`config.mk`:
```
export PLATFORM = sky130hd
export DESIGN_NAME = piso_serializer
export DESIGN_NICKNAME = d
export VERILOG_FILES = /design/src/rtl/piso_serializer.sv
export SDC_FILE = /design/constraint.sdc
export NUM_CORES = 1
export LEC_CHECK = 0
export CORE_AREA = 3 3 40 42
export CTS_CLUSTER_DIAMETER = 40
export CTS_CLUSTER_SIZE = 12
export DETAILED_ROUTE_END_ITERATION = 10
export DIE_AREA = 0 0 43 45
export PLACE_DENSITY = 0.53
export SYNTH_ARGS = -nofsm -noshare
export SYNTH_HDL_FRONTEND = slang
export SYNTH_SLANG_ARGS = --single-unit
```
`constraint.sdc`:
```
create_clock -name clk -period 3.67 [get_ports clk]
set_clock_uncertainty 0.2 [all_clocks]
set_input_delay 0.734 -clock clk [delete_from_list [all_inputs] [get_ports clk]]
set_output_delay 0.734 -clock clk [all_outputs]
set_load 0.01 [all_outputs]
```
`src/rtl/piso_serializer.sv`:
```
`default_nettype none
// ============================================================================
// Module   : piso_serializer
// Brief    : Parallel-in serial-out shifter with valid/ready input and gapless
//            back-to-back words; feeds the si input of a sipo deserializer.
// Revision : 1.0  initial release
// ============================================================================
module piso_serializer #(
    parameter int DW        = 4,
    parameter bit MSB_FIRST = 1'b1
) (
    input  logic          clk,
    input  logic          rst,
    input  logic [DW-1:0] din,
    input  logic          din_valid,
    output logic          din_ready,
    output logic          so,
    output logic          so_valid,
    output logic          so_last,
    output logic          busy
);

    localparam int              c_cw       = (DW > 1) ? $clog2(DW) : 1;
    localparam logic [c_cw-1:0] c_cnt_last = c_cw'(DW - 1);
    localparam logic [0:0]      c_idle     = 1'b0;
    localparam logic [0:0]      c_shift    = 1'b1;

    logic [0:0]      r_state,    w_state_nxt;
    logic [DW-1:0]   r_shreg,    w_shreg_nxt;
    logic [c_cw-1:0] r_cnt,      w_cnt_nxt;
    logic            r_so,       w_so_nxt;
    logic            r_so_valid, w_so_valid_nxt;
    logic            r_so_last,  w_so_last_nxt;

    logic            w_xfer;
    logic            w_load_bit;
    logic [DW-1:0]   w_load_rest;
    logic            w_shift_bit;
    logic [DW-1:0]   w_shift_rest;

    // The first bit goes straight to so on load; shreg keeps only the remainder.
    generate
        if (MSB_FIRST) begin : g_msb_first
            assign w_load_bit   = din[DW-1];
            assign w_load_rest  = {din[DW-2:0], 1'b0};
            assign w_shift_bit  = r_shreg[DW-1];
            assign w_shift_rest = {r_shreg[DW-2:0], 1'b0};
        end else begin : g_lsb_first
            assign w_load_bit   = din[0];
            assign w_load_rest  = {1'b0, din[DW-1:1]};
            assign w_shift_bit  = r_shreg[0];
            assign w_shift_rest = {1'b0, r_shreg[DW-1:1]};
        end
    endgenerate

    assign w_xfer = din_valid && din_ready;

    always_ff @(posedge clk or posedge rst) begin
        if (rst) begin
            r_state    <= c_idle;
            r_shreg    <= '0;
            r_cnt      <= '0;
            r_so       <= 1'b0;
            r_so_valid <= 1'b0;
            r_so_last  <= 1'b0;
        end else begin
            r_state    <= w_state_nxt;
            r_shreg    <= w_shreg_nxt;
            r_cnt      <= w_cnt_nxt;
            r_so       <= w_so_nxt;
            r_so_valid <= w_so_valid_nxt;
            r_so_last  <= w_so_last_nxt;
        end
    end

    always_comb begin
        w_state_nxt = r_state;
        w_shreg_nxt = r_shreg;
        w_cnt_nxt   = r_cnt;
        w_so_nxt    = r_so;
        case (r_state)
            c_idle: begin
                if (w_xfer) begin
                    w_state_nxt = c_shift;
                    w_shreg_nxt = w_load_rest;
                    w_cnt_nxt   = '0;
                    w_so_nxt    = w_load_bit;
                end
            end
            c_shift: begin
                if (r_cnt == c_cnt_last) begin
                    if (w_xfer) begin
                        w_shreg_nxt = w_load_rest;
                        w_cnt_nxt   = '0;
                        w_so_nxt    = w_load_bit;
                    end else begin
                        w_state_nxt = c_idle;
                        w_shreg_nxt = '0;
                        w_cnt_nxt   = '0;
                        w_so_nxt    = 1'b0;
                    end
                end else begin
                    w_shreg_nxt = w_shift_rest;
                    w_cnt_nxt   = r_cnt + 1'b1;
                    w_so_nxt    = w_shift_bit;
                end
            end
            default: begin
                w_state_nxt = c_idle;
                w_shreg_nxt = '0;
                w_cnt_nxt   = '0;
                w_so_nxt    = 1'b0;
            end
        endcase
        w_so_valid_nxt = (w_state_nxt == c_shift);
        w_so_last_nxt  = (w_state_nxt == c_shift) && (w_cnt_nxt == c_cnt_last);
    end

    always_comb begin
        din_ready = !rst && ((r_state == c_idle) || (r_cnt == c_cnt_last));
        busy      = (r_state == c_shift);
        so        = r_so;
        so_valid  = r_so_valid;
        so_last   = r_so_last;
    end

endmodule
`default_nettype wire

```
==> results.json, run 1 <==
{
  "r2r_end": "r_cnt[0]",
  "tightest_slew_ps": 340,
  "boundaryPins": 12,
  "hold_depth": 2,
  "clock_latency_ps": 250,
  "seq_area_frac_synth": 0.502,
  "syn_inst": 35,
  "fin_cells": 62,
  "drive_gt1_frac": 0.149,
  "rsz0062_at_grt": "no",
  "drv_cap": 0,
  "final.period_utilization": 0.759,
  "avgSynthCellArea_um2": 11.4,
  "fin_nets": 57,
  "drtIter0Drc": 3,
  "dieArea_um2": 1940,
  "area_growth_pct": 33.2,
  "rr_worst_depth": 3,
  "final_cell_mix": "clkdlybuf4s50_1, dfrtp_1, a32oi_1, nand2_1, clkbuf_4",
  "synth_top_area_share": 0.502,
  "cp_common_cell": "clkdlybuf4s50_1",
  "dp.cells": 59,
  "postCtsSetupBuffers": 0,
  "clock_sinks": 8,
  "grt_pass1_vias": 292,
  "cp_cell_sequence": "clkdlybuf4s50_1 > nor2_1 > clkdlybuf4s50_1",
  "drc_errors": 0,
  "initial_core_util": 0.311,
  "min_to": "r_shreg[2]",
  "crit_arrival_ps": 1850,
  "grt_max_degree": 10,
  "io_buffers": 11,
  "crit_slowest_cell": "clkdlybuf4s50_1",
  "die_height_um": 45,
  "endpoint_kind": "output port",
  "wl_per_cell_um": 13.0,
  "start_kind": "input port",
  "hold_violations": 0,
  "p_total_w": 0.000406,
  "critPathMaxStageDelay_ps": 540,
  "cts_tree": "built",
  "n_antenna_cell": 0,
  "core-area_um2": 1280,
  "firstDrtPassIters": 2,
  "synth_nets": 43,
  "viasPerCell": 4.98,
  "ff2ff_setup_slack_ps": 2240,
  "layout_min_cycle_time_ps": 2780,
  "yosys_warnings": 0,
  "fmax_mhz": 359,
  "rr_startpoint": "r_cnt[0]",
  "slew_violations": 0,
  "synth_seq_cells": 8,
  "num_rows": 13,
  "grt_overflow": 0,
  "cp.required_ps": 2740,
  "critPathMaxFanout": 4,
  "cts_hold_buffers": 0,
  "num_vias": 309,
  "cts_resized": 0,
  "final-setup-viol-count": 0,
  "setup_tns_ps": 0,
  "clockRootBuffer": "clkbuf_4",
  "grt.total_usage": 0.0976,
  "slew_headroom": 0.772,
  "p_leak_nw": 0.241,
  "min-delay-start": "r_shreg[1]",
  "die_width_um": 43,
  "synth_area_um2": 399,
  "multiInputGateArea_um2": 173,
  "fill_cells": 129,
  "wl_um": 809,
  "routabilityCongestion": 0.682,
  "antenna_found_initial": 0,
  "numCtsBuffers": 3,
  "fin_hold_ws_ps": 292,
  "synth_top_area_cell": "dfrtp_1",
  "hpwlAfterDp_um": 608,
  "hp-class": "flip-flop to flip-flop",
  "cts.htree.levels": 1,
  "cts_max_path_buffers": 2,
  "crit_type": "input port to output port",
  "ys_top_cells_by_area": "dfrtp_1, a32oi_1, mux2i_1",
  "antenna_violating_nets_post_route": 0,
  "status": "finished clean",
  "clkSlewWorstSetupHoldPaths_ps": 50,
  "final_common_cell": "clkdlybuf4s50_1",
  "power.density_nw_per_um2": 764,
  "synth.lib_cells_used.distinct": 20,
  "seqCellArea_um2": 200,
  "grt_pass1_wl_um": 1320,
  "ir_worst_vdd_mv": 0.440
}
## sequential cells by signal (all words and copies together), names as in the netlist
name      count
r_cnt         2
so_last       1
so            1
r_shreg       3
so_valid      1
## cell usage after synthesis
master	instances
mux2_4	1
nand3_1	1
a22o_1	1
ha_1	1
inv_1	2
nor2_2	1
nor2b_4	1
o211ai_1	2
nand2b_1	1
nor3_1	1
o21ai_0	1
dfrtp_1	8
mux2i_1	2
buf_4	1
o21ai_1	2
a32oi_1	3
nor2b_2	1
buf_6	1
nand2_1	3
nor2_1	1
## power by group
| group | internal, W | switching, W | total [W] |
|---|---|---|---|
| clock network | 0.0000374 | 0.0000290 | 0.0000663 |
| registers | 0.000126 | 0.0000337 | 0.000160 |
| logic | 0.000102 | 0.0000782 | 0.000181 |
## per-stage QoR
stage | worst slack (ps) | instance area (um2) | utilization
floorplan | 1830 | 399 | -
global placement | 891 | 509 | 0.396
detailed placement | 886 | 509 | 0.396
CTS | 879 | 532 | 0.414
global route | 837 | 532 | 0.414
finish | 886 | 532 | 0.414
## cell families (layout without fill, tap and decap cells)
family	Yosys count	after routing	share of synthesized area
DFF	8	8	0.502
adders and majority gates	1	1	0.0313
buffers and inverters	4	16	0.0658
muxes	3	3	0.0878
AOI/OAI and AO/OA	9	9	0.163
and+or+nand+nor	10	10	0.150
## layer usage
metal  vias to the layer above  GRT usage  part of all wire
met5                         -          0                 0
met4                         0     0.0904             0.037
met3                         4     0.0239             0.057
met2                         8      0.141              0.46
met1                       147      0.119              0.44
li1                        150          -                 -
## how the worst max path moves through the flow
| stage | startpoint | endpoint | slack [ps] | depth (start not counted) |
|---|---|---|---|---|
| after global routing | rst | din_ready | 840 | 3 |
| after global placement | rst | din_ready | 890 | 3 |
| after CTS | rst | din_ready | 880 | 3 |
| after floorplan | r_cnt[0] | din_ready | 1830 | 3 |
| after detailed placement | rst | din_ready | 890 | 3 |
| final | rst | din_ready | 890 | 3 |
## worst max-delay path, delay by kind of cell
kind | cells | cell delay, ps
buffers and inverters | 2 | 1000
AND/OR/NAND/NOR | 1 | 120
## final cells by class
class | instances | area share
inverter | 2 | 0.0141
clock buffer | 3 | 0.0424
tap | 15 | 0.0353
timing repair buffer | 11 | 0.207
multi-input combinational | 23 | 0.325
sequential | 8 | 0.376
(Power assumes the default switching activity.)
==> inputs of run 2 (changes only) <==
--- a/config.mk
+++ b/config.mk
@@ -10,7 +10,7 @@
 export CTS_CLUSTER_SIZE = 12
 export DETAILED_ROUTE_END_ITERATION = 10
 export DIE_AREA = 0 0 43 45
-export PLACE_DENSITY = 0.53
+export PLACE_DENSITY = 0.55
 export SYNTH_ARGS = -nofsm -noshare
 export SYNTH_HDL_FRONTEND = slang
 export SYNTH_SLANG_ARGS = --single-unit
==> constraint.sdc (replaced) <==
create_clock -name clk -period 2.3 [get_ports clk]
set_clock_uncertainty 0.2 [all_clocks]
set_input_delay 0.46 -clock clk [delete_from_list [all_inputs] [get_ports clk]]
set_output_delay 0.46 -clock clk [all_outputs]
set_load 0.01 [all_outputs]
==> results.json, run 2 (same netlist as run 1, synthesis figures left out) <==
{
  "boundaryPins": 12,
  "final_common_cell": "clkdlybuf4s50_1",
  "final-setup-viol-count": 0,
  "fmax_mhz": 452,
  "slew_headroom": 0.749,
  "io_buffers": 11,
  "initial_core_util": 0.311,
  "grt_max_degree": 10,
  "hpwlAfterDp_um": 653,
  "grt.total_usage": 0.102,
  "grt_pass1_wl_um": 1400,
  "layout_min_cycle_time_ps": 2210,
  "drtIter0Drc": 2,
  "die_height_um": 45,
  "crit_arrival_ps": 1550,
  "num_vias": 319,
  "largest_register": "r_shreg",
  "area_growth_pct": 38.9,
  "postCtsSetupBuffers": 0,
  "ir_worst_vdd_mv": 0.561,
  "critPathMaxStageDelay_ps": 470,
  "num_rows": 13,
  "crit_slowest_cell": "clkdlybuf4s50_1",
  "fin_cells": 65,
  "drv_cap": 0,
  "hp-class": "flip-flop to flip-flop",
  "crit_type": "flip-flop to output port",
  "internal-power_w": 0.000446,
  "seqCellArea_um2": 200,
  "dp.cells": 61,
  "largest_reg_flops": 3,
  "grt_overflow": 0,
  "final.period_utilization": 0.963,
  "slew_violations": 0,
  "rsz0062_at_grt": "no",
  "setup_tns_ps": 0,
  "clock_latency_ps": 250,
  "fin_nets": 60,
  "p_leak_nw": 0.255,
  "firstDrtPassIters": 4,
  "core-area_um2": 1280,
  "power.switching_w": 0.000234,
  "endpoint_kind": "output port",
  "drive_gt1_frac": 0.200,
  "cp_cell_sequence": "ha_1 > nor2b_4 > nor2_1 > clkdlybuf4s50_1",
  "p_sw_frac": 0.344,
  "numCtsBuffers": 3,
  "tightest_slew_ps": 374,
  "multiInputGateArea_um2": 173,
  "die_width_um": 43,
  "hold_violations": 0,
  "critPathMaxFanout": 3,
  "cts_hold_buffers": 0,
  "routabilityCongestion": 0.720,
  "viasPerCell": 4.91,
  "cts_max_path_buffers": 2,
  "wl_um": 845,
  "clock_power_share": 0.155,
  "top_regs": "r_shreg (3), r_cnt (2)",
  "cp.required_ps": 1640,
  "final_cell_mix": "clkdlybuf4s50_1, dfrtp_1",
  "power_frac_seq": 0.372,
  "n_antenna_cell": 0,
  "clock_sinks": 8,
  "clkSlewWorstSetupHoldPaths_ps": 60,
  "cts_resized": 0,
  "start_kind": "flip-flop",
  "dieArea_um2": 1940,
  "clockRootBuffer": "clkbuf_4",
  "power.density_nw_per_um2": 1230,
  "cts.htree.levels": 1,
  "fill_cells": 123,
  "antenna_violating_nets_post_route": 0,
  "grt_pass1_vias": 302,
  "wl_per_cell_um": 13.0,
  "antenna_found_initial": 0,
  "p_total_w": 0.000680,
  "drc_errors": 0,
  "status": "finished clean",
  "comb_power_share": 0.472,
  "cts_tree": "built"
}
==> run 2: changes by cell type in the layout (fill, tap and decap cells not counted), sizes merged <==
cell  delta
buf      +3
==> run 2: cell type report <==
| cell class | instances | area share |
|---|---|---|
| inverters | 2 | 0.0135 |
| flip-flops and latches | 8 | 0.361 |
| multi-input cells | 23 | 0.312 |
| repair buffers | 14 | 0.239 |
| clock buffers | 3 | 0.0406 |
| well taps | 15 | 0.0339 |
==> run 2: power by group through the flow <==
stage / Combinational (W) / Sequential, W / Clock [W]
after floorplan: 0.000186 / 0.000253 / 0
after global placement: 0.000297 / 0.000251 / 0
after detailed placement: 0.000305 / 0.000256 / 0
after CTS: 0.000308 / 0.000253 / 0.000111
after global routing: 0.000356 / 0.000262 / 0.000117
final: 0.000321 / 0.000253 / 0.000106
==> run 2: path summary, 6_finish.rpt <==
| check | slack (ps) | startpoint | depth (start not counted) | to |
|---|---|---|---|---|
| max | 90 | r_cnt[0] | 4 | din_ready |
| min | 280 | r_shreg[1] | 2 | r_shreg[2] |
| max reg2reg | 890 | r_cnt[0] | 4 | r_shreg[3] |
| min reg2reg | 280 | r_shreg[1] | 2 | r_shreg[2] |
| max in group asynchronous | 1250 | rst | 3 | so |
| min in group asynchronous | 420 | rst | 3 | r_shreg[2] |
==> run 2: stage by stage <==
step / hold slack (ps) / setup slack [ps] / utilization / cell area [um2]
3_3_place_gp: 269 / 124 / 0.408 / 524
2_1_floorplan: 75.7 / 733 / - / 399
3_5_place_dp: 271 / 106 / 0.408 / 524
5_1_grt: 294 / 16.6 / 0.431 / 554
6_report: 282 / 85.4 / 0.431 / 554
4_1_cts: 283 / 7.05 / 0.426 / 547
==> run 2: per-layer routing <==
metal	wire, um	vias up	share of wire	global-route usage
met1	361	143	0.43	0.117
met3	64	4	0.076	0.0279
met4	25	0	0.030	0.0904
met5	0	-	0	0
li1	-	157	-	-
met2	394	15	0.47	0.156
==> run 2: worst max-delay path: cells and delay by family, from the launching register on <==
| family | cells | cell delay, ps |
|---|---|---|
| AND/OR/NAND/NOR | 2 | 180 |
| buffers and inverters | 1 | 470 |
| adder cells (fa/ha/maj) | 1 | 250 |
| flip-flops | 1 | 410 |
